### src/rtl/sdram_port_arbiter.sv
// Three-port arbiter in front of the single-channel SDRAM controller.
// Latches one request per port, sequences the rd/wr edge handshake and inserts refresh reads.
module sdram_port_arbiter #(
  parameter int unsigned REFRESH_CYCLES = 780,
  parameter bit          ROUND_ROBIN    = 1'b0
) (
  input  logic        clk,
  input  logic        reset,
  input  logic        p0_req,
  input  logic        p0_we,
  input  logic        p0_word,
  input  logic [24:0] p0_addr,
  input  logic [15:0] p0_din,
  output logic [15:0] p0_dout,
  output logic        p0_ack,
  output logic        p0_busy,
  input  logic        p1_req,
  input  logic        p1_we,
  input  logic        p1_word,
  input  logic [24:0] p1_addr,
  input  logic [15:0] p1_din,
  output logic [15:0] p1_dout,
  output logic        p1_ack,
  output logic        p1_busy,
  input  logic        p2_req,
  input  logic        p2_we,
  input  logic        p2_word,
  input  logic [24:0] p2_addr,
  input  logic [15:0] p2_din,
  output logic [15:0] p2_dout,
  output logic        p2_ack,
  output logic        p2_busy,
  output logic        ctl_rd,
  output logic        ctl_wr,
  output logic        ctl_word,
  output logic [24:0] ctl_addr,
  output logic [15:0] ctl_din,
  input  logic [15:0] ctl_dout,
  input  logic        ctl_busy
);

  localparam int unsigned CntW     = $clog2(REFRESH_CYCLES + 1);
  localparam logic [24:0] AddrOnes = 25'h1FFFFFF;

  typedef enum logic [2:0] {StResync, StIdle, StIssue, StWait, StDone} state_e;

  logic [2:0]  req_in, we_in, word_in;
  logic [24:0] addr_in [3];
  logic [15:0] din_in  [3];

  assign req_in     = {p2_req, p1_req, p0_req};
  assign we_in      = {p2_we, p1_we, p0_we};
  assign word_in    = {p2_word, p1_word, p0_word};
  assign addr_in[0] = p0_addr;
  assign addr_in[1] = p1_addr;
  assign addr_in[2] = p2_addr;
  assign din_in[0]  = p0_din;
  assign din_in[1]  = p1_din;
  assign din_in[2]  = p2_din;

  state_e      state_q, state_d;
  logic [2:0]  pend_q, pend_d;
  logic [2:0]  slot_we_q, slot_we_d, slot_word_q, slot_word_d;
  logic [24:0] slot_addr_q [3];
  logic [24:0] slot_addr_d [3];
  logic [15:0] slot_din_q [3];
  logic [15:0] slot_din_d [3];
  logic [CntW-1:0] cnt_q, cnt_d;
  logic [24:0] raddr_q, raddr_d;
  logic [1:0]  gnt_q, gnt_d, last_q, last_d;
  logic        gnt_ref_q, gnt_ref_d;
  logic        ctl_rd_q, ctl_rd_d, ctl_wr_q, ctl_wr_d, ctl_word_q, ctl_word_d;
  logic [24:0] ctl_addr_q, ctl_addr_d;
  logic [15:0] ctl_din_q, ctl_din_d;
  logic [2:0]  ack_q, ack_d;
  logic [15:0] dout_q [3];
  logic [15:0] dout_d [3];

  logic        refresh_due;
  logic        sel_valid;
  logic [1:0]  sel_port;

  assign refresh_due = (cnt_q == CntW'(REFRESH_CYCLES));

  // Search order starts at port 0, or after the last granted port when rotating.
  always_comb begin
    logic [1:0] start;
    logic [2:0] cand;
    sel_valid = 1'b0;
    sel_port  = 2'd0;
    start     = 2'd0;
    cand      = 3'd0;
    if (ROUND_ROBIN) start = (last_q == 2'd2) ? 2'd0 : last_q + 2'd1;
    for (int i = 2; i >= 0; i--) begin
      cand = {1'b0, start} + 3'(i);
      if (cand >= 3'd3) cand = cand - 3'd3;
      if (pend_q[cand[1:0]]) begin
        sel_valid = 1'b1;
        sel_port  = cand[1:0];
      end
    end
  end

  always_comb begin
    state_d     = state_q;
    pend_d      = pend_q;
    slot_we_d   = slot_we_q;
    slot_word_d = slot_word_q;
    slot_addr_d = slot_addr_q;
    slot_din_d  = slot_din_q;
    cnt_d       = refresh_due ? cnt_q : cnt_q + CntW'(1);
    raddr_d     = raddr_q;
    gnt_d       = gnt_q;
    gnt_ref_d   = gnt_ref_q;
    last_d      = last_q;
    ctl_rd_d    = ctl_rd_q;
    ctl_wr_d    = ctl_wr_q;
    ctl_word_d  = ctl_word_q;
    ctl_addr_d  = ctl_addr_q;
    ctl_din_d   = ctl_din_q;
    ack_d       = 3'b000;
    dout_d      = dout_q;

    for (int i = 0; i < 3; i++) begin
      if (req_in[i] && !pend_q[i]) begin
        pend_d[i]      = 1'b1;
        slot_we_d[i]   = we_in[i];
        slot_word_d[i] = word_in[i];
        slot_addr_d[i] = addr_in[i];
        slot_din_d[i]  = din_in[i];
      end
    end

    unique case (state_q)
      StResync: begin
        ctl_rd_d = 1'b0;
        ctl_wr_d = 1'b0;
        if (!ctl_busy) state_d = StIdle;
      end
      StIdle: begin
        if (refresh_due) begin
          // Re-reading the open address makes the controller auto-refresh.
          gnt_ref_d  = 1'b1;
          cnt_d      = '0;
          ctl_rd_d   = 1'b1;
          ctl_wr_d   = 1'b0;
          ctl_addr_d = raddr_q;
          ctl_word_d = 1'b1;
          state_d    = StIssue;
        end else if (sel_valid) begin
          gnt_ref_d  = 1'b0;
          gnt_d      = sel_port;
          last_d     = sel_port;
          ctl_rd_d   = ~slot_we_q[sel_port];
          ctl_wr_d   = slot_we_q[sel_port];
          ctl_addr_d = slot_addr_q[sel_port];
          ctl_word_d = slot_word_q[sel_port];
          ctl_din_d  = slot_din_q[sel_port];
          state_d    = StIssue;
        end
      end
      StIssue: begin
        if (ctl_busy) state_d = StWait;
      end
      StWait: begin
        if (!ctl_busy) begin
          state_d  = StDone;
          ctl_rd_d = 1'b0;
          ctl_wr_d = 1'b0;
          if (!gnt_ref_q) begin
            ack_d[gnt_q] = 1'b1;
            if (!slot_we_q[gnt_q]) begin
              dout_d[gnt_q] = ctl_dout;
              raddr_d       = slot_addr_q[gnt_q];
            end else begin
              raddr_d = AddrOnes;
            end
          end
        end
      end
      StDone: begin
        // Pending drops only now so a strobe during the ack cycle is still refused.
        if (!gnt_ref_q) pend_d[gnt_q] = 1'b0;
        state_d = StIdle;
      end
      default: state_d = StResync;
    endcase
  end

  always_ff @(posedge clk) begin
    if (reset) begin
      state_q    <= StResync;
      pend_q     <= 3'b000;
      cnt_q      <= '0;
      raddr_q    <= AddrOnes;
      gnt_q      <= 2'd0;
      gnt_ref_q  <= 1'b0;
      last_q     <= 2'd2;
      ctl_rd_q   <= 1'b0;
      ctl_wr_q   <= 1'b0;
      ctl_word_q <= 1'b1;
      ctl_addr_q <= AddrOnes;
      ctl_din_q  <= 16'h0000;
      ack_q      <= 3'b000;
      dout_q     <= '{default: 16'h0000};
    end else begin
      state_q    <= state_d;
      pend_q     <= pend_d;
      cnt_q      <= cnt_d;
      raddr_q    <= raddr_d;
      gnt_q      <= gnt_d;
      gnt_ref_q  <= gnt_ref_d;
      last_q     <= last_d;
      ctl_rd_q   <= ctl_rd_d;
      ctl_wr_q   <= ctl_wr_d;
      ctl_word_q <= ctl_word_d;
      ctl_addr_q <= ctl_addr_d;
      ctl_din_q  <= ctl_din_d;
      ack_q      <= ack_d;
      dout_q     <= dout_d;
    end
  end

  always_ff @(posedge clk) begin
    slot_we_q   <= slot_we_d;
    slot_word_q <= slot_word_d;
    slot_addr_q <= slot_addr_d;
    slot_din_q  <= slot_din_d;
  end

  assign ctl_rd   = ctl_rd_q;
  assign ctl_wr   = ctl_wr_q;
  assign ctl_word = ctl_word_q;
  assign ctl_addr = ctl_addr_q;
  assign ctl_din  = ctl_din_q;
  assign p0_ack   = ack_q[0];
  assign p1_ack   = ack_q[1];
  assign p2_ack   = ack_q[2];
  assign p0_busy  = pend_q[0];
  assign p1_busy  = pend_q[1];
  assign p2_busy  = pend_q[2];
  assign p0_dout  = dout_q[0];
  assign p1_dout  = dout_q[1];
  assign p2_dout  = dout_q[2];

endmodule

### config.mk
export PLATFORM = sky130hd
export DESIGN_NAME = sdram_port_arbiter
export DESIGN_NICKNAME = d
export VERILOG_FILES = /design/src/rtl/sdram_port_arbiter.sv
export SDC_FILE = /design/constraint.sdc
export NUM_CORES = 1
export LEC_CHECK = 0
export ABC_AREA = 1
export CAP_MARGIN = 30
export CORE_MARGIN = 3
export CORE_UTILIZATION = 30
export DETAILED_ROUTE_END_ITERATION = 7
export RECOVER_POWER = 100
export SKIP_LAST_GASP = 1
export SYNTH_ARGS = -nofsm -noshare
export SYNTH_HDL_FRONTEND = slang
export SYNTH_SLANG_ARGS = --single-unit
### constraint.sdc
create_clock -name clk -period 3 [get_ports clk]
set_input_delay 0.45 -clock clk [delete_from_list [all_inputs] [get_ports clk]]
set_output_delay 0.45 -clock clk [all_outputs]
set_load 0.005 [all_outputs]
== Word-level counts from Yosys, hierarchy flattened ==
Cells that the tools add are included.
Word-level totals
  input bits: 151
  bits in registers: 268
  output and inout bits: 98
Cells by class
  add/subtract/negate cells: 1
  order comparisons: 6
  eq/ne operators: 9
  reduce and logical (&&, ||, !) cells: 18
  bitwise operators: 10
  multiplexer cells: 54
Operator list (count)
  two-way mux 25 bit: 7
  binary-select mux 25 bit (select 2 bit): 2
  bitwise mux 48 bit: 1
  two-way mux 16 bit: 3
  binary-select mux 16 bit (select 2 bit): 1
  demux 16 bit (select 2 bit): 1
  two-way mux 10 bit: 3
  two-way mux 3 bit: 7
  two-way mux 1 bit: 19
  case mux 3 bit (5 select lines): 1
  adder 10 x 1 -> 10 bit, second input constant: 1
  == test 10 bit, second input constant: 1
  AND reduction 3 bit: 3
  AND reduction 4 bit: 2
  binary-select mux 1 bit (select 2 bit): 3
  == test 3 x 2 -> 1 bit, second input constant: 2
  >= comparator 3 bit, second input constant: 2
  less-than comparator 2 x 3 -> 1 bit, second input constant: 2
  two-way mux 2 bit: 3
  != test 2 bit, second input constant: 3
  NOT 1 bit: 6
  NOT 2 -> 3 bit: 2
  case mux 1 bit (3 select lines): 2
  logical AND 1 bit: 5
  other kinds (14): 16

== Longest topological paths before layout ==
Gate-level depths: netlist of run 1.
  depth in word-level cells: 9
  mapped depth: 11

== Worst setup path before layout of run 1 ==
OpenSTA, ideal clock, no wires.
  path kind: input port to flip-flop
  from: in p2_req
  to: reg slot_addr_q[0] in the netlist's numbering, enable pin
  setup time: 444 ps
  stages: 2
  arrival time: 2298 ps
  buffers on the path: 0
  setup slack: 258 ps
  cells stage by stage: inv_1 nor2_1
On the way
  cells in the longest elaborated chain, start to end: 1
RTL lines
  start: declaration: line 25  | input logic p2_req,
  logical AND 1 bit: line 125  | if (req_in[i] && !pend_q[i]) begin
  end signal: assignment: line 227  | slot_addr_q <= slot_addr_d;
  end: declaration: line 64  | logic [24:0] slot_addr_q [3];
No other way between the ends.
A chain may end at the register's enable or synchronous reset.

== Final worst setup path of run 1 ==
  from: reg gnt_q[1]
  to: reg dout_q (netlist bit p2_dout[3])
On the way
  cells in the longest elaborated chain, start to end: 6
  elaborated cells between the ends (all ways): 11
RTL lines
  start: declaration: line 70  | logic [1:0] gnt_q, gnt_d, last_q, last_d;
  start signal: assignment: line 211  | gnt_q <= gnt_d;
  NOT 2 -> 3 bit (not written as such): line 173  | dout_d[gnt_q] = ctl_dout;
  >= comparator 3 bit (not written as such) or less-than comparator 3 x 1 -> 1 bit (tied branches): line 173
  logical AND 1 bit (not written as such): line 173
  two-way mux 16 bit (not written as such): line 173
  demux 16 bit (select 2 bit): line 173
  bitwise mux 48 bit: line 173
  end signal: assignment: line 220  | dout_q <= dout_d;
  end: declaration: line 76  | logic [15:0] dout_q [3];
Several ways; a longest one is shown, not always the timed one. The select of a mux whose other input is x is not followed.

==> impl_metrics.toml, run 1 <==
[status]
status = "finished, violations left"
violations = "max-capacitance violations, max-slew violations"

[critical_path]
crit_chain = "nand2_1, inv_1, clkbuf_2, nand2_2, nand2_1, a21oi_1"
critPathMaxFanout = 43
cp_slowest_cell = "clkbuf_2"
cp.required_ns = 3.40
r2r_cells = 6
crit_family = "buffers and inverters"
cp-end-kind = "flop"
path_buf_inv = 2
timing.setup.critical_path_class = "reg -> reg"
slowest_delay_ns = 0.86
cp_num_cells = 6
cp-start-kind = "flop"
arrival_ns = 2.80
cpMostUsedCell = "nand2_1"

[cells_and_area]
syn_to_final_growth_pct = 36.8
fill_cells = 3342
drive_above_1_share_pct = 5.58
final_core_util_pct = 42.0
multi_input_area_sq_um = 3490
final_cells = 1842
nets = 1509
layout.area.seq_sq_um = 6660
design_area_sq_um = 14600

[timing]
slew_viol_final = 45
fin_setup_tns_ns = 0
clock_skew_ns = 0.0162
hold_viol = 0
slew_headroom_pct = -7.94
max_freq_mhz = 418
setup_viol = 0
rsz0062_at_grt = "false"
holdWs_ns = 0.288
setup_slack_ns = 0.606
period_needed_ns = 2.39
finalCritPeriodShare_pct = 79.8
worst_pin_slew_ns = 1.62

[die]
die_y_um = 195
rows = 68
start_util_pct = 30.7
ios = 249
die_area_sq_um = 37900
core_area_sq_um = 34800
die_w_um = 195

[placed_design]
hpwl_um = 21800
place_congestion = 0.817
placedCellCount = 1778
pre_cts_slack_ns = 0.524
io_buffers = 248
dpl_cell_area_sq_um = 13700

[logic_synthesis]
synth_top_family_by_area = "simple AND/OR/NAND/NOR gates"
synthesis.nets = 1277
netlist_area_sq_um = 10700
syn_area_per_cell_sq_um = 9.51
synth_area_leaders = "edfxtp_1 (36%), dfxtp_1 (26%), nand2_1 (11%)"
async_flop_share_pct = 0
yosysTopAreaCell = "edfxtp_1"
yosysTopAreaCellShare_pct = 36.3
seq_area_frac_synth_pct = 62.3
muxShareOfSynthArea_pct = 0
syn_inst = 1123
ys_seq_elements = 268
synth_simple_gate_area_share_pct = 19.0
synth_edf_count = 129
synth_cell_types = 30
ys.flop_type = "dfxtp_1"
synth_xor_area_share_pct = 0.246
yosysWarnings = 0
synthAdderAreaFrac_pct = 0.352
synth-compound-area-share_pct = 13.0

[global_route]
grtUsageTotal_pct = 16.8
grt_max_degree = 67
grt_pass1_wl_um = 51100
grt_pass1_vias = 8960
antenna_found_initial = 12
grt_overflow_total = 0

[clock_network]
cts_resized = 0
cts.htree.levels = 1
cts_setup_buffers = 0
numCtsBuffers = 30
cts-hold-fix-buffers = 0
clk_pin_slew_ns = 0.06
max-clock-path-buffers = 3
cts.sinks = 268
cts_root_buffer = "clkbuf_16"
tritoncts = "built"
clock_latency_ns = 0.57

[min_path]
hold_path_class = "in -> reg"
min_path_cells = 2

[route]
drc_errors = 0
vias_per_cell = 4.82
drtAntennaViolNets = 0
wire_per_inst_um = 17.7
first_pass_iters = 6
wirelength_um = 32600
vias = 8883
first_iter_violations = 657

[power_and_ir_drop]
p_leak_nw = 5.48
total_power_mw = 8.91
power_density_nw_per_um2 = 610
peakVddDrop_mv = 0.460

[job]
cap_violations = 2
-- cell usage after synthesis (4+ instances only) --
| library cell | count |
|---|---|
| a21oi_1 | 100 |
| a31oi_1 | 19 |
| buf_1 | 7 |
| buf_2 | 19 |
| clkbuf_1 | 40 |
| clkinv_1 | 4 |
| dfxtp_1 | 139 |
| edfxtp_1 | 129 |
| inv_1 | 52 |
| inv_2 | 6 |
| nand2_1 | 307 |
| nand2_2 | 4 |
| nand3_1 | 112 |
| nor2_1 | 49 |
| o211ai_1 | 75 |
| o21ai_0 | 35 |
-- registers in the layout, indices dropped and copies added, names as in the netlist, 16 cells and up --
register	count
slot_din_q	48
raddr_q	25
ctl_din	16
p1_dout	16
slot_addr_q	75
p2_dout	16
ctl_addr	25
p0_dout	16
-- power by group --
part / switching [mW] / internal [mW]
Sequential: 0.109 / 4.07
Combinational: 0.591 / 0.454
Clock: 1.50 / 2.18
-- cells in the final DEF (no fill, tap or decap), drive strengths merged --
| master | count |
|---|---|
| nand3 | 114 |
| clkbuf | 49 |
| inv | 58 |
| nor4 | 1 |
| ha | 3 |
| a21oi | 101 |
| buf | 16 |
| dlygate4sd3 | 230 |
| o21bai | 1 |
| a31oi | 19 |
| clkinvlp | 1 |
| or2 | 1 |
| clkdlybuf4s50 | 17 |
| diode | 8 |
| nand2 | 311 |
| edfxtp | 129 |
| dfxtp | 139 |
| nand4 | 3 |
| xor2 | 3 |
| o21ai | 35 |
| clkinv | 13 |
| nor2 | 52 |
| nor3 | 4 |
| bufinv | 3 |
| o211ai | 75 |
| o21a | 1 |
-- path summary, 6_finish.rpt --
path / endpoint / from / slack [ns]
worst max-delay path: p2_dout[3] / gnt_q[1] / 0.61
worst min-delay path: cnt_q[6] / reset / 0.29
worst min register to register: ctl_addr[5] / ctl_addr[5] / 0.46
worst max register to register: p2_dout[3] / gnt_q[1] / 0.61
-- layer usage --
metal  up-vias  wire length, um  global-route usage (%)
met4        10             1270                    6.68
met1      4149            13800                    21.3
met2       279            15500                    27.9
met5         -               62                       0
li1       4358                -                       -
met3        87             1900                    3.76
-- area by class of cell --
| cell class | count | area share (%) |
|---|---|---|
| flip-flops and latches | 268 | 45.6 |
| multi-input cells | 724 | 23.9 |
| repair buffers | 269 | 18.1 |
| clock buffers | 43 | 5.68 |
| well taps | 455 | 3.90 |
| inverters | 62 | 1.59 |
| clock inverters | 13 | 1.14 |
| diodes | 8 | 0.137 |
-- kinds of logic (layout without fill, tap and decap cells) --
| family | after synthesis | in the layout |
|---|---|---|
| AO/OA/AOI/OAI | 232 | 232 |
| XOR/XNOR | 3 | 3 |
| adder cells (fa/ha/maj) | 3 | 3 |
| buffers and inverters | 131 | 387 |
| flip-flops | 268 | 268 |
| other | 0 | 8 |
| AND/OR/NAND/NOR | 486 | 486 |
No activity file was read; power rests on OpenSTA's default activity.
==> inputs of run 2 (changes only) <==
Clock period 3 ns to 2.1 ns, I/O delays scaled along.
==> run 2 against run 1 <==
The run now ends clean. Hold slack improved by 0.014 ns. Die area is the same. Sequential power rose by 43%. Critical path type is now reg -> out.
==> impl_metrics.toml, run 2 (synthesis gave the netlist of run 1 again) <==
[critical_path]
cp-start-kind = "flop"
slowest_delay_ns = 0.68
cp-end-kind = "primary output"
cp.required_ns = 1.78
timing.setup.critical_path_class = "reg -> out"
crit_family = "buffers and inverters"
critical_path.startpoint = "pend_q[1]"
critPathMaxFanout = 5
path_buf_inv = 1
worstReg2RegStart = "cnt_q[0]"
rrSetupSlack_ns = 0.18
crit_chain = "dlygate4sd3_1"
arrival_ns = 1.69
cp_slowest_cell = "dlygate4sd3_1"

[clock_network]
numCtsBuffers = 30
cts.htree.levels = 1
cts-hold-fix-buffers = 0
cts_setup_buffers = 0
cts_resized = 0
cts.sinks = 268
clk_pin_slew_ns = 0.06
tritoncts = "built"
clock_latency_ns = 0.56
cts_root_buffer = "clkbuf_16"
max-clock-path-buffers = 3

[global_route]
grtUsageTotal_pct = 17.3
grt_pass1_vias = 9083
antenna_found_initial = 6
grt_max_degree = 98
grt_overflow_total = 0
grt_pass1_wl_um = 52300

[status]
status = "finished, final reports clean"

[die]
rows = 68
die_area_sq_um = 37900
core_area_sq_um = 34800
ios = 249
die_w_um = 195
die_y_um = 195
start_util_pct = 30.7

[placed_design]
hpwl_um = 21600
io_buffers = 248
placedCellCount = 1786
place_congestion = 0.787

[cells_and_area]
reg_top3 = "slot_addr_q x75, slot_din_q x48"
top_register = "slot_addr_q"
final_cells = 1844
final_common_cell = "nand2_1"
largest_reg_flops = 75
drive_above_1_share_pct = 6.85
fill_cells = 3353
most-common-layout-cells = "nand2_1 (306), dlygate4sd3_1 (227), dfxtp_1 (139)"
syn_to_final_growth_pct = 38.1
nets = 1517

[route]
drtAntennaViolNets = 0
drc_errors = 0
first_pass_iters = 5
wirelength_um = 33600
vias_per_cell = 4.88
vias = 9006
wire_per_inst_um = 18.2
first_iter_violations = 578

[timing]
worst_pin_slew_ns = 1.40
slew_viol_final = 0
rsz0062_at_grt = "false"
clock_skew_ns = 0.0104
finalCritPeriodShare_pct = 95.4
setup_viol = 0
fin_setup_tns_ns = 0
slew_headroom_pct = 6.67
max_freq_mhz = 499
period_needed_ns = 2.00
hold_viol = 0

[power_and_ir_drop]
clkPwrFrac_pct = 42.6
power.share.combinational_pct = 11.7
p_seq_share_pct = 45.7
power_switching_mw = 3.14
p_leak_nw = 5.57
power_density_nw_per_um2 = 886
netSwitchingFraction_pct = 24.0
internal_power_mw = 9.93
peakVddDrop_mv = 0.639

[min_path]
hold_path_startpoint = "reset"
hold_path_class = "in -> reg"

[job]
cap_violations = 0
## run 2: cell types whose count changed in the layout (fill, tap and decap cells not counted), sizes merged
cell / delta
buf: +9
diode: -6
clkdlybuf4s50: +3
dlygate4sd3: -3
bufinv: +2
clkbuf: -1
clkinv: -1
clkinvlp: -1
## run 2: path summary, 6_finish.rpt
check / depth (start not counted) / to
min: 3 / cnt_q[6]
max reg2reg: 10 / ctl_din[8]
min reg2reg: 2 / ctl_addr[18]
max: 1 / p1_busy
## run 2: worst reg2reg max path, cell delays in order (launching register included)
cell and delay, ns:
dfxtp_1 0.34, inv_1 0.09, ha_1 0.17, nand2_1 0.06, nor2_1 0.15, nand3_2 0.19
nand3_1 0.26, clkinv_1 0.13, buf_2 0.23, nand2_1 0.11, a21oi_1 0.06
## run 2: per-layer routing
metal	up-vias	GRT usage [%]	wire (um)
li1	4355	-	-
met1	4240	21.8	13800
met2	322	29.8	16400
met3	81	3.52	2140
met4	8	5.85	1270
met5	-	0	46
## run 2: cell type report
type	instances	area [sq um]	area share (%)
Multi-Input combinational cell	724	3490	23.7
Antenna cell	2	5.00	0.0339
Sequential cell	268	6660	45.1
Clock inverter	13	199	1.35
Inverter	62	233	1.58
Tap cell	455	569	3.86
Timing Repair Buffer	277	2730	18.5
Clock buffer	43	860	5.83
## run 2: power groups by stage
| stage | registers [mW] | clock network [mW] | logic [mW] |
|---|---|---|---|
| 2_1_floorplan | 6.06 | 0 | 0.747 |
| 3_3_place_gp | 6.08 | 0 | 1.65 |
| 3_5_place_dp | 6.09 | 0 | 1.67 |
| 4_1_cts | 5.98 | 5.69 | 1.68 |
| 5_1_grt | 6.01 | 5.90 | 1.71 |
| 6_report | 5.97 | 5.56 | 1.53 |
## run 2: metrics by stage
step / util, % / setup slack (ns) / hold WS, ns / power, mW / cell area, sq um
after CTS: 42.6 / 0.120 / 0.275 / 13.4 / 14800
after floorplan: - / 0.200 / 0.394 / 6.81 / 10700
after detailed placement: 39.6 / 0.160 / 0.447 / 7.76 / 13800
after global placement: 39.6 / 0.206 / 0.446 / 7.73 / 13800
final: 42.4 / 0.0962 / 0.301 / 13.1 / 14800
after global routing: 42.4 / 0.0388 / 0.314 / 13.6 / 14700
